File: src/rtl/mem_arbiter.sv
// Two-requester memory arbiter: instruction-cache fills and data-cache allocate/write-back
// share one line-wide memory port, with alternating priority on simultaneous requests.
`timescale 1ns/1ps
module mem_arbiter #(
    parameter int ADDR_W = 32,
    parameter int LINE_W = 128
) (
    input  logic              clk_i,
    input  logic              rst_i,
    input  logic              icache_req_i,
    input  logic [ADDR_W-1:0] icache_addr_i,
    output logic              icache_ack_o,
    output logic [LINE_W-1:0] icache_rdata_o,
    input  logic              dcache_req_i,
    input  logic              dcache_wr_i,
    input  logic [ADDR_W-1:0] dcache_addr_i,
    input  logic [LINE_W-1:0] dcache_wdata_i,
    output logic              dcache_ack_o,
    output logic [LINE_W-1:0] dcache_rdata_o,
    output logic              mem_req_o,
    output logic              mem_wr_o,
    output logic [ADDR_W-1:0] mem_addr_o,
    output logic [LINE_W-1:0] mem_wdata_o,
    input  logic              mem_ack_i,
    input  logic [LINE_W-1:0] mem_rdata_i
);

    typedef enum logic [1:0] {
        IDLE   = 2'd0,
        ISERVE = 2'd1,
        DSERVE = 2'd2,
        DRAIN  = 2'd3
    } state_t;

    localparam logic GRANT_I = 1'b0;
    localparam logic GRANT_D = 1'b1;

    state_t              state_q, state_d;
    logic                last_grant_q, last_grant_d;
    logic                mem_req_q, mem_req_d;
    logic                mem_wr_q, mem_wr_d;
    logic [ADDR_W-1:0]   mem_addr_q, mem_addr_d;
    logic [LINE_W-1:0]   mem_wdata_q, mem_wdata_d;
    logic                pick_dcache;
    logic                owner_req;

    always_comb begin
        // On a tie the data cache wins only if the instruction cache was granted last.
        pick_dcache  = dcache_req_i && (!icache_req_i || (last_grant_q == GRANT_I));
        owner_req    = (state_q == DSERVE) ? dcache_req_i : icache_req_i;
        state_d      = state_q;
        last_grant_d = last_grant_q;
        mem_req_d    = mem_req_q;
        mem_wr_d     = mem_wr_q;
        mem_addr_d   = mem_addr_q;
        mem_wdata_d  = mem_wdata_q;

        case (state_q)
            IDLE: begin
                if (icache_req_i || dcache_req_i) begin
                    state_d      = pick_dcache ? DSERVE : ISERVE;
                    last_grant_d = pick_dcache ? GRANT_D : GRANT_I;
                    mem_req_d    = 1'b1;
                    mem_wr_d     = pick_dcache & dcache_wr_i;
                    mem_addr_d   = pick_dcache ? dcache_addr_i : icache_addr_i;
                    mem_wdata_d  = pick_dcache ? dcache_wdata_i : '0;
                end
            end
            ISERVE, DSERVE: begin
                if (mem_ack_i) begin
                    state_d   = IDLE;
                    mem_req_d = 1'b0;
                end else if (!owner_req) begin
                    // Memory still owes a completion; keep the request up and swallow it.
                    state_d = DRAIN;
                end
            end
            DRAIN: begin
                if (mem_ack_i) begin
                    state_d   = IDLE;
                    mem_req_d = 1'b0;
                end
            end
            default: begin
                state_d   = IDLE;
                mem_req_d = 1'b0;
            end
        endcase
    end

    always_ff @(posedge clk_i or posedge rst_i) begin
        if (rst_i) begin
            state_q      <= IDLE;
            last_grant_q <= GRANT_I;
            mem_req_q    <= 1'b0;
            mem_wr_q     <= 1'b0;
            mem_addr_q   <= '0;
            mem_wdata_q  <= '0;
        end else begin
            state_q      <= state_d;
            last_grant_q <= last_grant_d;
            mem_req_q    <= mem_req_d;
            mem_wr_q     <= mem_wr_d;
            mem_addr_q   <= mem_addr_d;
            mem_wdata_q  <= mem_wdata_d;
        end
    end

    // Completion is forwarded only while the owner still wants it.
    assign icache_ack_o   = (state_q == ISERVE) && mem_ack_i && icache_req_i;
    assign dcache_ack_o   = (state_q == DSERVE) && mem_ack_i && dcache_req_i;
    assign icache_rdata_o = mem_rdata_i;
    assign dcache_rdata_o = mem_rdata_i;

    assign mem_req_o   = mem_req_q;
    assign mem_wr_o    = mem_wr_q;
    assign mem_addr_o  = mem_addr_q;
    assign mem_wdata_o = mem_wdata_q;

endmodule

File: config.mk
export PLATFORM = sky130hd
export DESIGN_NAME = mem_arbiter
export DESIGN_NICKNAME = d
export VERILOG_FILES = /design/src/rtl/mem_arbiter.sv
export SDC_FILE = /design/constraint.sdc
export NUM_CORES = 1
export LEC_CHECK = 0
export BUFFER_PORTS_ARGS = -buffer_cell sky130_fd_sc_hd__buf_2
export CAP_MARGIN = 15
export CORE_AREA = 3 3 290 292
export CTS_BUF_LIST = sky130_fd_sc_hd__clkbuf_8
export DETAILED_ROUTE_END_ITERATION = 12
export DIE_AREA = 0 0 293 295
export GPL_TIMING_DRIVEN = 1
export PLACE_DENSITY_LB_ADDON = 0.08
export SLEW_MARGIN = 20
export SYNTH_ARGS = -nofsm -noshare
export SYNTH_HDL_FRONTEND = slang
export SYNTH_SLANG_ARGS = --single-unit
File: constraint.sdc
create_clock -name clk_i -period 5.35 [get_ports clk_i]
set_clock_uncertainty 0.2 [all_clocks]
set_input_delay 0.2675 -clock clk_i [delete_from_list [all_inputs] [get_ports clk_i]]
set_output_delay 0.2675 -clock clk_i [all_outputs]
set_load 0.05 [all_outputs]
[Word-level counts from Yosys, hierarchy flattened]
Cells that the tools add are included.
Operators by class
  equal/unequal tests: 7
  mux-type cells: 13
  bitwise operators: 2
  reduce and logical (&&, ||, !) cells: 14
Operator list (number)
  128-bit 2-to-1 mux: 1
  32-bit 2-to-1 mux: 1
  2-bit 2-to-1 mux: 5
  2-bit case mux with 3 select lines: 1
  1-bit logical AND: 5
  2-bit == test, second input constant: 2
  1-bit 2-to-1 mux: 4
  2-bit inequality test, second input constant: 2
  2-bit AND reduction: 2
  3-bit inequality test, second input constant: 1
  3-bit AND reduction: 1
  3-bit OR reduction: 1
  2-bit by 1-bit == test with 1-bit output, second input constant: 1
  2-bit logical NOT: 1
  1-bit logical OR: 2
  2-bit by 1-bit inequality test with 1-bit output, second input constant: 1
  1-bit case mux with 2 select lines: 1
  2-bit OR reduction: 1
  1-bit bitwise AND: 1
  1-bit logical NOT: 1
  1-bit inverter: 1
Storage, ports and cells
  register bits after elaboration: 165
  bits of input ports: 326
  output and inout port bits: 420
  word-level logic and storage cells: 42

[Logic depth before layout (Yosys ltp)]
Gate-level depths: netlist of the first run.
  depth in word-level cells: 6
  mapped depth: 7
  depth with buffers taken out: 5

[Worst setup path after synthesis of the first run]
Ideal clock, no wire load.
  path kind: register to register
  from: register state_q[0]
  to: register state_q[0]
  setup time: 125 ps
  arrival: 1581 ps
  required time: 5025 ps
  slack: 3444 ps
  stages on the path, launching flop included: 6
  path buffers: 0
  period minus slack after synthesis: 1906 ps
  path through: dfrtp_1 -> inv_1 -> ha_1 -> or3b_2 -> o221ai_1 -> mux2_2
On the way
  word-level cells in the longest chain between the ends: 4
  elaborated cells between the ends (all ways): 11
  classes of those cells: 6 x eq/ne; 2 x mux; 3 x reduce/logical
RTL lines
  start: declaration: RTL line 38  | state_t state_q, state_d;
  start signal: assignment: RTL line 100  | state_q <= state_d;
  2-bit == test or 2-bit by 1-bit == test with 1-bit output (tied branches): RTL line 50, 58
  1-bit 2-to-1 mux or 2-bit OR reduction (tied branches): RTL line 50, 58
  3-bit inequality test (no source line)
  3-bit AND reduction (no source line)
Parallel ways exist; a longest one is shown, timed or not.
A chain may end at the register's enable or synchronous reset.

[Worst setup path after layout of the first run]
  from: register state_q[0]
  to: register mem_wdata_q[98], in the netlist mem_wdata_o[98]
On the way
  word-level cells in the longest chain between the ends: 2
RTL lines
  2-bit logical NOT: RTL line 58  | case (state_q)
  2-bit AND reduction (no source line)
  end signal: assignment: RTL line 105  | mem_wdata_q <= mem_wdata_d;
  end: declaration: RTL line 43  | logic [LINE_W-1:0] mem_wdata_q, mem_wdata_d;
No other way between the ends.

==> metrics.txt, run 1 <==
remaining antenna violation count 0; DRT iter0 DRCs 154; clock power share 0.153; post_cts resized 0; boundary pin count 746; Worst EP arrival 2.80 ns; core area roughly 0.082 mm2; gr usage total 0.0717; Switching Fraction 0.526; # clock sinks around 170; post-DR wirelength/cell 15.2 um; Nets 1,331; max incr delay on CP between 0.6 and 0.7 ns; routed vias/inst about 2.9; critical path's slowest cell buf_4; unrepaired setup endpoints after global routing false; Least-Margin Pin Slew 0.722 ns; worst vdd ir 219 uV; Fin Hold WS between 0.1 and 0.15 ns; Post-Route WL ~32 mm; Initial Util 0.101; clk buf depth 2; die area 0.0864 mm2; post-synthesis register bit count 165; DPL Wire Length 22.4 mm; fillers 9,280; final hold vios 0; die width 293 um; Buffers & Inverters on Critical Path 3; layout cell share with drive strength beyond 1 0.401; CTS tree done; Net Switching between 0.003 and 0.004 W; status completed; die outline height 295 um; final setup fails 0; pwr/cell area 572 mW/mm2; first-pass GRT wire length approximately 45 mm; Hold WC Path Type in -> async; CTS H-tree lvls 4; slew margin rel. 0.519; P_leak 5.61 nW; most frequent CP cell buf_4; CP endpoint kind register; fin crit share 0.473; Reg power frac 0.299; syn avg cell area 11.6 um2; vias in the first global route a little under 7,000; CTS clk-pin slew, worst paths 0.11 ns; number of synthesized flops with an enable pin 0; Core Rows 105; Int Pwr between 0.003 and 0.004 W; final setup TNS 0 ns; Logic pwr share 0.548; Cell Area, Placed 0.00933 mm2; Placer Congestion 0.641; pin count of the biggest net entering global routing 94; CP delay by family, top buffers and inverters; Max Clk Rate roughly 0.39 GHz; n_diodes 0; library cells used by synthesis 23; Multi-input gate area 0.00195 mm2; Pins Over Slew Limit 0; Worst Path Required 5.61 ns; Net Count, Synth 1,043; crit path cell chain inv_1 -> ha_1 -> o21ai_4 -> buf_4 -> buf_4 -> a22o_1; # port buffers about 360; flop2flop setup slack ~2.8 ns; sequential-to-total area share from yosys stat 0.501; # Max-Cap Violations 0; Synth Flop Type dfrtp_1; Vias 6,125; overflow left after global routing 0; total power 0.00669 W; Worst setup SP type register; Area growth syn-to-layout 41.8%; worst setup path category reg -> reg; first drt pass iteration count 4; Cells after Synth 712; Critical Path Fanout Max 53; CTS Root Buffer Type clkbuf_8; DRC 0; Post-Syn Area 0.00825 mm2; number of buffers created by CTS 17; ys async rst share 1.00; Reg area between 0.004 and 0.005 mm2; Final Cell Area 0.0117 mm2; initial antenna violation count 0; YS warnings 0; clk_lat worst skew 0.53 ns; Period minus WS final roughly 2.5 ns
## worst paths after layout
check                                          startpoint                           to  depth (start not counted)
worst max register to register     state_q[0]$_DFFE_PP0P_  mem_wdata_o[98]$_DFFE_PP0P_                          6
min in group clk_i                           dcache_req_i       state_q[1]$_DFFE_PP0P_                          4
worst min-delay path                                rst_i  mem_wdata_o[16]$_DFFE_PP0P_                          3
max in group asynchronous                           rst_i  mem_wdata_o[70]$_DFFE_PP0P_                          4
worst max-delay path               state_q[0]$_DFFE_PP0P_  mem_wdata_o[98]$_DFFE_PP0P_                          6
worst min register to register  mem_addr_o[3]$_DFFE_PP0P_    mem_addr_o[3]$_DFFE_PP0P_                          2
## registers in the layout, summed over array words and instances, names as in the netlist
name	flops
last_grant_q	1
mem_wr_o	1
mem_addr_o	32
state_q	2
mem_req_o	1
mem_wdata_o	128
## worst min-delay path, stage by stage
cell and delay (ns):
dlygate4sd3_1 0.53, buf_2 0.15, inv_8 0.37
## power by group through the flow
stage	Sequential (W)	Clock (W)	Combinational (W)
after floorplan	0.00369	0	0.00146
after global placement	0.00205	0	0.00361
after detailed placement	0.00202	0	0.00361
after CTS	0.00201	0.00113	0.00376
after global routing	0.00207	0.00117	0.00391
final	0.00200	0.00102	0.00367
## kinds of logic after synthesis
| logic type | count (synthesis) | synth area share |
|---|---|---|
| AO/OA/AOI/OAI | 167 | 0.162 |
| adder cells (fa/ha/maj) | 5 | 0.00758 |
| buffers and inverters | 300 | 0.266 |
| flip-flops | 165 | 0.501 |
| multiplexers | 36 | 0.0438 |
| AND/OR/NAND/NOR | 39 | 0.0200 |
## cell type report
type,count,area share
multi-input cells,247,0.166
well taps,1070,0.114
inverters,4,0.00193
clock buffers,19,0.0224
clock inverters,13,0.0125
repair buffers,565,0.329
flip-flops and latches,165,0.353
## placed cells by master, fill, tap and decap left out, drive strengths merged, types with 5 or more instances in the layout
| cell type | synthesis | routed |
|---|---|---|
| mux2i | 35 | 35 |
| buf | 281 | 369 |
| dlygate4sd3 | 0 | 196 |
| o21ai | 33 | 33 |
| inv | 4 | 9 |
| nand2 | 33 | 33 |
| clkbuf | 15 | 19 |
| ha | 5 | 5 |
| dfrtp | 165 | 165 |
| a22o | 130 | 130 |
## stage by stage
step            util  std cells  setup WS, ns
6_report       0.143       2083          2.82
5_1_grt        0.143       2083          2.56
4_1_cts        0.143       2083          2.74
3_5_place_dp   0.114       1855          2.78
3_3_place_gp   0.114       1855          2.79
2_1_floorplan      -        712         0.421
## synth_stat cells, types with 2 or more instances
master    instances  area, um2
and3_1            2       12.5
dfrtp_1         165       4130
mux2i_1          35        350
buf_6            12        135
o21ai_0          32        160
nand2_1          33        124
buf_4           256       1920
clkbuf_1         14       52.6
a22o_1          130       1140
inv_1             4       15.0
buf_2            13       65.1
ha_1              5       62.6
## what timing repair did
| item | 4_1_cts | 5_1_grt |
|---|---|---|
| hold buffers | 196 | 0 |
| setup buffers | 0 | 0 |
| hold endpoints to repair | 235 | 0 |
## metal layers
| metal | GRT usage | vias up | wire [um] |
|---|---|---|---|
| met5 | 0 | - | 0 |
| met4 | 0.0499 | 0 | 1810 |
| met3 | 0.0343 | 126 | 3220 |
| met2 | 0.115 | 312 | 15000 |
| met1 | 0.0742 | 2908 | 11700 |
| li1 | - | 2779 | - |
Power figures use the tool's default switching activity.
==> run 2: changes to the inputs <==
clock period = 2.3 ns   (was 5.35 ns; I/O delays follow)
==> run 2 against run 1 <==
Sequential share of layout area down 2.2 points. Power up 140%. Worst setup slack worse by 2.7 ns. Register-to-register slack worse by 2.7 ns. Sequential power up 130%. Global-route usage up 0.059 points. Combinational power up 140%. Fmax up 14%. Clock power up 130%. Via count up 4.0%. Critical path type unchanged.
==> metrics.txt, run 2 (same netlist as run 1, synthesis figures left out) <==
Cell Area, Placed 0.00963 mm2; # Max-Cap Violations 0; Worst EP arrival 2.44 ns; number of buffers created by CTS 17; Worst Path Required 2.52 ns; clk buf depth 2; Placer Congestion approximately 0.63; flop2flop setup slack around 0.085 ns; gr usage total 0.0723; worst setup margin 0.0851 ns; RR Startpoint last_grant_q$_DFFE_PP0P_; Core Rows around 110; commonest non-fill, non-tap cell in the layout buf_2; die width 293 um; # clock sinks 165; die outline height just under 300 um; crit path to mem_addr_o[23]$_DFFE_PP0P_; Reg2Reg Depth 6; Inst Count DP 1,879; Max Clk Rate 0.451 GHz; worst vdd ir 472 uV; DPL Wire Length 23.0 mm; fin crit share 0.963; CTS Root Buffer Type clkbuf_8; # port buffers between 300 and 400; CTS H-tree lvls 4; Vias between 6,000 and 7,000; Least-Margin Pin Slew 0.450 ns; layout cell share with drive strength beyond 1 0.400; most frequent cells in the layout buf_2, dlygate4sd3_1, dfrtp_1; WHS Path Cells 0; DRT iter0 DRCs 156; CTS clk-pin slew, worst paths about 0.11 ns; R2R Path End mem_addr_o[23]$_DFFE_PP0P_; Critical Path Fanout Max 14; final setup fails 0; Worst setup SP type register; vias in the first global route around 7,000; Period minus WS final 2.21 ns; die area a little under 0.09 mm2; first drt pass iteration count 4; CP endpoint kind register; CP Launch Point last_grant_q$_DFFE_PP0P_; initial antenna violation count 0; Hold WC Path Type in -> out; slew margin rel. 0.691; Initial Util 0.101; n_diodes 0; overflow left after global routing 0; routed vias/inst 2.96; post-DR wirelength/cell 14.8 um; clk_lat worst skew between 0.5 and 0.6 ns; Area growth syn-to-layout 51.3%; unrepaired setup endpoints after global routing false; Nets 1,400; Final Cell Area 0.0125 mm2; first-pass GRT wire length ~46 mm; Pins Over Slew Limit 0; pre-CTS WS a little over 0.2 ns; P_leak 6.01 nW; status completed; Post-Route WL 31.7 mm; fillers 9,261; remaining antenna violation count 0; CTS tree done; Largest register FFs 128; worst setup path category reg -> reg; core area 0.0818 mm2; pin count of the biggest net entering global routing 79; pwr/cell area 1270 mW/mm2; boundary pin count between 700 and 800; post-route insts no fill 2,152; final hold vios 0; DRC 0
## run 2: changes by cell type in the layout (fill, tap and decap cells not counted)
cell	delta
dlymetal6s4s_1	+5
inv_6	-2
inv_1	+1
clkbuf_16	+1
inv_8	-2
buf_12	+11
buf_4	+14
dlygate4sd3_1	+38
mux2i_1	-2
mux2i_2	+2
clkinv_2	+2
clkinv_4	+1
## run 2: layer usage
metal  wire (um)  up-vias  GRT usage
met3        3180      132     0.0346
met4        2010        0     0.0561
met1       11600     3011     0.0732
li1            -     2916          -
met5           0        -          0
met2       15000      314      0.115
## run 2: report_power, final
| part | switching, W | internal (W) |
|---|---|---|
| Sequential | 0.000580 | 0.00405 |
| Clock | 0.00130 | 0.00101 |
| Combinational | 0.00632 | 0.00263 |
## run 2: layout make-up
type,instances,area (um2),area share
Timing Repair Buffer,634,4650,0.372
Sequential cell,165,4130,0.331
Multi-Input combinational cell,247,1950,0.157
Tap cell,1070,1340,0.107
Clock buffer,19,262,0.0210
Clock inverter,13,133,0.0106
Inverter,4,18.8,0.00150
## run 2: worst max-delay path, stage by stage (launching register included)
cell and delay, ns:
dfrtp_1 0.43, a21boi_4 0.26, buf_12 0.15, clkbuf_16 0.20
mux2i_1 0.20, dlygate4sd3_1 0.56, o21ai_0 0.07
## run 2: how the worst min path moves through the flow
stage                                  start                     endpoint  slack [ns]
final                       mem_rdata_i[102]          dcache_rdata_o[102]        0.03
after global routing         mem_rdata_i[49]           dcache_rdata_o[49]        0.03
after CTS                 dcache_wdata_i[17]  mem_wdata_o[17]$_DFFE_PP0P_     0.00001
after detailed placement               rst_i  mem_wdata_o[19]$_DFFE_PP0P_       -0.08
after global placement                 rst_i  mem_wdata_o[19]$_DFFE_PP0P_       -0.08
after floorplan           dcache_wdata_i[46]  mem_wdata_o[46]$_DFFE_PP0P_        0.05
## run 2: timing repair
action | in CTS | in global routing
resized for setup | 0 | 7
hold buffers | 234 | 5
setup endpoints to repair | 0 | 4
buffers inserted | 0 | 1
hold endpoints to repair | 330 | 5
## run 2: stage by stage
stage                     TNS [ns]  hold WS, ns  power [W]  utilization
after detailed placement         0      -0.0806     0.0134        0.118
after CTS                        0    0.0000115     0.0163        0.151
final                            0       0.0300     0.0159        0.153
after global placement           0      -0.0803     0.0135        0.118
after floorplan             -18.77       0.0475     0.0120            -
after global routing             0       0.0301     0.0169        0.153
